--- src/rtl/sram_pkg.sv ---
// Shared constants for the SRAM responder: FSM encoding, fill modes and default widths.
package sram_pkg;

    localparam int ADDR_W_DEF = 5;
    localparam int DATA_W_DEF = 16;

    localparam int INIT_ZERO = 0;
    localparam int INIT_ADDR = 1;

    typedef logic state_t;
    localparam state_t ST_INIT  = 1'b0;
    localparam state_t ST_READY = 1'b1;

endpackage

--- src/rtl/sram_init_seq.sv ---
// Post-reset fill sequencer: walks every address once, emitting the fill pattern
// on a write port, then parks in READY and raises init_done one edge later.
module sram_init_seq
    import sram_pkg::*;
#(
    parameter int ADDR_W    = ADDR_W_DEF,
    parameter int DATA_W    = DATA_W_DEF,
    parameter int INIT_MODE = INIT_ZERO
) (
    input  logic              clk,
    input  logic              rst_n,
    output logic              fill_we,
    output logic [ADDR_W-1:0] fill_addr,
    output logic [DATA_W-1:0] fill_data,
    output logic              init_done
);

    localparam logic [ADDR_W-1:0] PTR_LAST = '1;

    state_t            state_q, state_d;
    logic [ADDR_W-1:0] ptr_q, ptr_d;
    logic              init_done_q, init_done_d;

    always_ff @(posedge clk or negedge rst_n) begin
        if (!rst_n) begin
            state_q     <= ST_INIT;
            ptr_q       <= '0;
            init_done_q <= 1'b0;
        end else begin
            state_q     <= state_d;
            ptr_q       <= ptr_d;
            init_done_q <= init_done_d;
        end
    end

    // NOTE: defaults first so every path assigns every signal; no latches.
    always_comb begin
        state_d     = state_q;
        ptr_d       = ptr_q;
        init_done_d = (state_q == ST_READY);
        if (state_q == ST_INIT) begin
            if (ptr_q == PTR_LAST) begin
                state_d = ST_READY;
            end else begin
                ptr_d = ptr_q + 1'b1;
            end
        end
    end

    always_comb begin
        fill_we   = (state_q == ST_INIT);
        fill_addr = ptr_q;
        fill_data = (INIT_MODE == INIT_ADDR) ? DATA_W'(ptr_q) : '0;
    end

    assign init_done = init_done_q;

endmodule

--- src/rtl/sram_responder.sv ---
// Single-port word memory with registered read, synchronous write and a post-reset fill.
// Define SRAM_ACCESS_COUNT_EN to add saturating ReadCount/WriteCount outputs.
module sram_responder
    import sram_pkg::*;
#(
    parameter int ADDR_W    = ADDR_W_DEF,
    parameter int DATA_W    = DATA_W_DEF,
    parameter int INIT_MODE = INIT_ZERO
) (
    input  logic              Clock,
    input  logic              Reset,
    input  logic [ADDR_W-1:0] Address,
    input  logic              ReadEnable,
    input  logic              WriteEnable,
    input  logic [DATA_W-1:0] DataIN,
    output logic [DATA_W-1:0] DataOut,
    output logic              DataValid,
    output logic              InitDone,
    output logic              AccessError
`ifdef SRAM_ACCESS_COUNT_EN
   ,output logic [15:0]       ReadCount,
    output logic [15:0]       WriteCount
`endif
);

    localparam int DEPTH = 2 ** ADDR_W;

    logic [DATA_W-1:0] mem [DEPTH];

    logic              fill_we;
    logic [ADDR_W-1:0] fill_addr;
    logic [DATA_W-1:0] fill_data;
    logic              init_done;

    logic              rd_accept, wr_accept;
    logic              mem_we;
    logic [ADDR_W-1:0] mem_waddr;
    logic [DATA_W-1:0] mem_wdata;

    logic [DATA_W-1:0] data_out_q, data_out_d;
    logic              data_valid_q, data_valid_d;
    logic              access_error_q, access_error_d;

    sram_init_seq #(
        .ADDR_W    (ADDR_W),
        .DATA_W    (DATA_W),
        .INIT_MODE (INIT_MODE)
    ) u_init_seq (
        .clk       (Clock),
        .rst_n     (Reset),
        .fill_we   (fill_we),
        .fill_addr (fill_addr),
        .fill_data (fill_data),
        .init_done (init_done)
    );

    // A colliding write loses to the read and is dropped.
    always_comb begin
        rd_accept = init_done && ReadEnable;
        wr_accept = init_done && WriteEnable && !ReadEnable;
    end

    always_comb begin
        mem_we    = fill_we || wr_accept;
        mem_waddr = fill_we ? fill_addr : Address;
        mem_wdata = fill_we ? fill_data : DataIN;
    end

    // NOTE: storage has no reset so it maps onto block RAM; the fill initialises it.
    always_ff @(posedge Clock) begin
        if (mem_we) begin
            mem[mem_waddr] <= mem_wdata;
        end
    end

    always_comb begin
        data_out_d     = rd_accept ? mem[Address] : data_out_q;
        data_valid_d   = rd_accept;
        access_error_d = access_error_q || (!init_done && (ReadEnable || WriteEnable));
    end

    always_ff @(posedge Clock or negedge Reset) begin
        if (!Reset) begin
            data_out_q     <= '0;
            data_valid_q   <= 1'b0;
            access_error_q <= 1'b0;
        end else begin
            data_out_q     <= data_out_d;
            data_valid_q   <= data_valid_d;
            access_error_q <= access_error_d;
        end
    end

    assign DataOut     = data_out_q;
    assign DataValid   = data_valid_q;
    assign InitDone    = init_done;
    assign AccessError = access_error_q;

`ifdef SRAM_ACCESS_COUNT_EN
    logic [15:0] read_count_q, read_count_d;
    logic [15:0] write_count_q, write_count_d;

    always_comb begin
        read_count_d  = read_count_q;
        write_count_d = write_count_q;
        if (rd_accept && read_count_q != 16'hFFFF) begin
            read_count_d = read_count_q + 16'd1;
        end
        if (wr_accept && write_count_q != 16'hFFFF) begin
            write_count_d = write_count_q + 16'd1;
        end
    end

    always_ff @(posedge Clock or negedge Reset) begin
        if (!Reset) begin
            read_count_q  <= '0;
            write_count_q <= '0;
        end else begin
            read_count_q  <= read_count_d;
            write_count_q <= write_count_d;
        end
    end

    assign ReadCount  = read_count_q;
    assign WriteCount = write_count_q;
`endif

endmodule

--- config.mk ---
export PLATFORM = sky130hd
export DESIGN_NAME = sram_responder
export DESIGN_NICKNAME = d
export VERILOG_FILES = /design/src/rtl/sram_pkg.sv /design/src/rtl/sram_init_seq.sv /design/src/rtl/sram_responder.sv
export SDC_FILE = /design/constraint.sdc
export NUM_CORES = 1
export LEC_CHECK = 0
export CORE_MARGIN = 2
export CORE_UTILIZATION = 61
export DETAILED_ROUTE_END_ITERATION = 8
export GPL_TIMING_DRIVEN = 0
export MAX_ROUTING_LAYER = met4
export PLACE_DENSITY_LB_ADDON = 0.15
export SLEW_MARGIN = 25
export SYNTH_ARGS = -nofsm -noshare
export SYNTH_HDL_FRONTEND = slang
export SYNTH_SLANG_ARGS = --single-unit
--- constraint.sdc ---
create_clock -name Clock -period 2.66 [get_ports Clock]
set_input_delay 0.532 -clock Clock [delete_from_list [all_inputs] [get_ports Clock]]
set_output_delay 0.532 -clock Clock [all_outputs]
set_load 0.005 [all_outputs]
# == Word-level counts from Yosys, hierarchy flattened ==
# Memory sizes are Yosys's and may differ from the RTL's. A register that Yosys moved wholly into a read port is not among the register bits.
# Index checks and enable logic that the tools add are counted.
# totals
ff_bits,9
ram_bits,512
inputBits,25
out_inout_bits,19
wordCells,27
mem_count,1
# memory_table
name,words,width,rd,rd_clocked_by_memory_dff,wr,line,source
mem,32,16,1,1,1,sram_responder.sv:28,logic [DATA_W-1:0] mem [DEPTH];
# classes
add_sub_neg,1
n_eq_ne,1
muxes,6
bitwise,2
reduce_logical,11
# op_table
op,count
$mux W16,1
$add A5 B1 Y5 const B,1
$eq A5 B5 Y1 const B,1
$mux W5,1
$logic_and A1 B1 Y1,4
$mux W1,4
$logic_not A1 Y1,3
$logic_or A1 B1 Y1,3
$not A1 Y1,2
$reduce_and A2 Y1,1

# == Depth between registers and ports, before layout ==
# logic_depth
word_depth,5
ltp_mapped,8
ltp_nobuf,6

# == Modules after synthesis ==
# A second synthesis with hierarchy kept.
# unflattened
hier_cells,1189
area_unflattened_um2,21394.3
# by_module_without_submodules
mod,instances,cells_each,area_each_um2,seq_area_each_um2
sram_responder,1,1152,20986.4,15825.2
sram_init_seq,1,37,407.9,175.2

# == Worst setup path after synthesis ==
# Ideal clock, no wire load.
# synth_timing
path_kind,input -> register
start,input Address[0]
end,"memory mem[27][0] in the netlist's numbering, enable pin"
setup_ns,0.388
arrival_time_ns,2.245
required_ns,2.272
setup_slack_ns,0.027
stages,7
path_buffers,4
cell_sequence,buf_4 > buf_6 > buf_6 > buf_4 > mux2_2 > nand2_1 > nor2_1
# synth_between
elab_chain_cells,1
# synth_rtl
item,line,source
start: declaration,sram_responder.sv:12,"input logic [ADDR_W-1:0] Address,"
$mux W5,sram_responder.sv:65,mem_waddr = fill_we ? fill_addr : Address;
end: declaration,sram_responder.sv:28,
# Every way passes these cells.

# == Worst setup path in the final report ==
# layout_timing
start,register u_init_seq.state_q (netlist: u_init_seq.init_done_d)
end,"memory mem[24][9] in the netlist's numbering, enable pin"
# layout_between
elab_chain_cells,4
elab_cells_between_ends,5
classes_between,3 x mux; 1 x bitwise; 1 x reduce/logical
# layout_rtl
item,line,source
start: declaration,sram_init_seq.sv:20,"state_t state_q, state_d;"
start signal: assignment,sram_init_seq.sv:30,state_q <= state_d;
$not A1 Y1,-,
$logic_or A1 B1 Y1,sram_responder.sv:64,mem_we = fill_we || wr_accept;
$mux W1,sram_responder.sv:71,if (mem_we) begin
$mux W1 (not written as such),sram_responder.sv:72,mem[mem_waddr] <= mem_wdata;
# Parallel ways exist; a longest one is shown, timed or not.

==> results.sh <==
export IMPL_syn_inst=1175
export IMPL_crit_path_end_kind="flop"
export IMPL_leakagePower_nw=8.58
export IMPL_synth_edff_count=512
export IMPL_post_route_period_util_pct=102
export IMPL_power_density_nw_per_um2=702
export IMPL_critPathLaunchType="flop"
export IMPL_fmax_mhz=367
export IMPL_drtIter0Drc=1476
export IMPL_cp_arrival_ps=3000
export IMPL_utilization_pct=71.2
export IMPL_async_reset_ff_share_pct=4.66
export IMPL_start_util_pct=61.7
export IMPL_maxCapViolCount=0
export IMPL_tns_ps=-2620
export IMPL_ys_seq_area_share_pct=75.4
export IMPL_synth_top_cells_by_area="edfxtp_1 (72%), mux2i_1 (12%), dfrtp_1 (2.9%)"
export IMPL_status="complete, but fails checks"
export IMPL_worst_slack_ps=-65.9
export IMPL_cp_slowest_stage_delay_ps=430
export IMPL_htreeDepth=2
export IMPL_first_pass_iters=5
export IMPL_cp_cell_sequence="clkbuf_1, buf_2, mux2i_1, nand2_1, nor2_4, buf_6"
export IMPL_cts_buffers=51
export IMPL_placed_cells=1700
export IMPL_rows=68
export IMPL_n_fill_cell=2168
export IMPL_peakVddDrop_mv=0.571
export IMPL_fin_nets=1339
export IMPL_fp_dieH_um=191
export IMPL_setup_viol=80
export IMPL_yosysTopAreaCell="edfxtp_1"
export IMPL_grt_pass1_wl_mm=75.9
export IMPL_area_growth_syn_to_layout_pct=15.3
export IMPL_synth_nets=1202
export IMPL_hold_violations=0
export IMPL_grt_pass1_vias=11600
export IMPL_fp_dieW_um=191
export IMPL_syn_cell_area_sq_um=21200
export IMPL_avgRoutedWirePerCell_um=28.9
export IMPL_clkTransAtPathRegs_ps=60
export IMPL_rsz0062_at_grt="true"
export IMPL_die_area_sq_um=36300
export IMPL_regArea_sq_um=16000
export IMPL_yosysWarnings=0
export IMPL_top_level_ports=44
export IMPL_globalplace_congestion=0.941
export IMPL_hp_class="reg -> reg"
export IMPL_hpwl_mm=33.2
export IMPL_multiInputGateArea_sq_um=5000
export IMPL_yosysUniqueCellTypes=36
export IMPL_yosysMostFrequentCell="edfxtp_1"
export IMPL_total_power_w=0.0172
export IMPL_path_buf_inv=3
export IMPL_fin_skew_ps=15.6
export IMPL_required_ps=2940
export IMPL_drc=0
export IMPL_grt_start_max_net_pins=33
export IMPL_drtAntennaViolNets=0
export IMPL_critPathSlowestCell="mux2i_1"
export IMPL_critPathTopFamily="buffers and inverters"
export IMPL_grt_ovfl_total=0
export IMPL_synth_seq_cells=537
export IMPL_relSlewSlack_pct=43.7
export IMPL_via_per_inst=6.42
export IMPL_via_count=11600
export IMPL_clock_latency_ps=580
export IMPL_cts_sinks=537
export IMPL_violations="setup timing"
export IMPL_routed_wl_mm=52.2
export IMPL_synth_common_cells="edfxtp_1 (512), mux2i_1 (258), a22oi_1 (64)"
export IMPL_whs_ps=369
export IMPL_final_cells=1803
export IMPL_antenna_found_initial=0
export IMPL_min_period_ps=2730
export IMPL_numPortBuffers=42
export IMPL_avgSynthCellArea_sq_um=18.1
export IMPL_ctsRootBufferMaster="clkbuf_16"
export IMPL_drv_slew=0
export IMPL_crit_fanout=10
export IMPL_crit_type="reg -> reg"
export IMPL_synthFlopType="edfxtp_1"
export IMPL_clock_path_buffers=3
export IMPL_synth_top_cell_area_share_pct=72.5
export IMPL_tightest_slew_ps=845
export IMPL_grt_total_usage_pct=30.3
export IMPL_drive_above_1_share_pct=18.4
export IMPL_core_sq_um=34400
export IMPL_cts_tree="done"
## kinds of logic (layout without fill, tap and decap cells)
logic type | count (synthesis) | in the layout | synth area share (%)
AOI/OAI and AO/OA | 202 | 202 | 7.93
adders and majority gates | 2 | 2 | 0.118
muxes | 260 | 260 | 12.3
other | 0 | 1 | 0
buffers and inverters | 74 | 246 | 2.13
xor gates and xnor gates | 3 | 3 | 0.124
and+or+nand+nor | 97 | 97 | 2.02
DFF | 537 | 537 | 75.4
## sequential cells by signal, summed over array words and instances (netlist names)
signal	count
u_init_seq.init_done_d	1
u_init_seq.init_done	1
AccessError	1
DataValid	1
u_init_seq.fill_addr	5
mem	512
DataOut	16
## area by class of cell
class | count | area share, %
clock inverters | 19 | 0.465
repair buffers | 84 | 3.65
well taps | 455 | 2.33
inverters | 5 | 0.0767
flip-flops and latches | 537 | 65.4
diodes | 1 | 0.0102
multi-input cells | 564 | 20.4
clock buffers | 69 | 5.79
plain buffers | 69 | 1.85
## cells in the final DEF, fill, tap and decap left out, types with 6 or more instances in the layout
master,Yosys,routed
a21oi_1,33,33
a221oi_1,19,17
a221oi_2,13,15
a22o_1,32,32
a22oi_1,64,64
and2_2,0,16
buf_2,17,22
buf_4,14,24
buf_6,6,30
buf_8,2,6
clkbuf_1,23,24
clkbuf_16,0,53
clkbuf_2,0,12
clkdlybuf4s50_1,0,39
clkinv_1,0,9
clkinv_2,0,7
dfrtp_1,25,25
edfxtp_1,512,512
mux2i_1,258,258
nand2_1,36,34
nor2_2,0,12
nor2_4,0,21
o22ai_1,18,17
o41ai_2,13,13
## final timing paths
check | from | endpoint | slack, ps | depth (start not counted)
setup / recovery | u_init_seq.init_done_d | mem[24][9] | -70 | 6
hold / removal | u_init_seq.init_done_d | u_init_seq.init_done | 370 | 0
setup reg to reg | u_init_seq.init_done_d | mem[24][9] | -70 | 6
hold reg to reg | u_init_seq.init_done_d | u_init_seq.init_done | 370 | 0
max in group asynchronous | Reset | u_init_seq.fill_addr[1] | 1770 | 2
min in group asynchronous | Reset | DataOut[1] | 490 | 2
## through the flow
stage | setup slack (ps) | cell area [sq um]
final | -65.9 | 24500
after global routing | -162 | 24500
after CTS | -109 | 24300
after detailed placement | -1110 | 22700
after global placement | -1270 | 22200
after floorplan | 27.1 | 21200
## worst reg2reg max path: stages, from the launching register on
cell	delay, ps
dfrtp_1	340
clkbuf_1	320
buf_2	320
mux2i_1	430
nand2_1	380
nor2_4	420
buf_6	230
## layer usage
layer  track usage, %  routed length [um]  vias up
met5                -                   0        -
met4             11.1                1870        0
met3             6.44                5270      108
met2             45.7               24300      649
met1             41.4               20800     5809
li1                 -                   -     5009
## power by group
group	total [W]	switching, W	internal [W]
Clock	0.00673	0.00294	0.00380
Sequential	0.00936	0.0000380	0.00932
Combinational	0.00108	0.000691	0.000394
Total	0.0172	0.00367	0.0135
## timing repair
action / in CTS / in global routing
setup buffers: 7 / 6
endpoints found under the setup margin: 284 / 292
resized for setup: 28 / 15
pin swaps: 4 / 5
endpoints found under the hold margin: 25 / 0
hold buffers: 1 / 0
No activity file was read; power rests on OpenSTA's default activity.
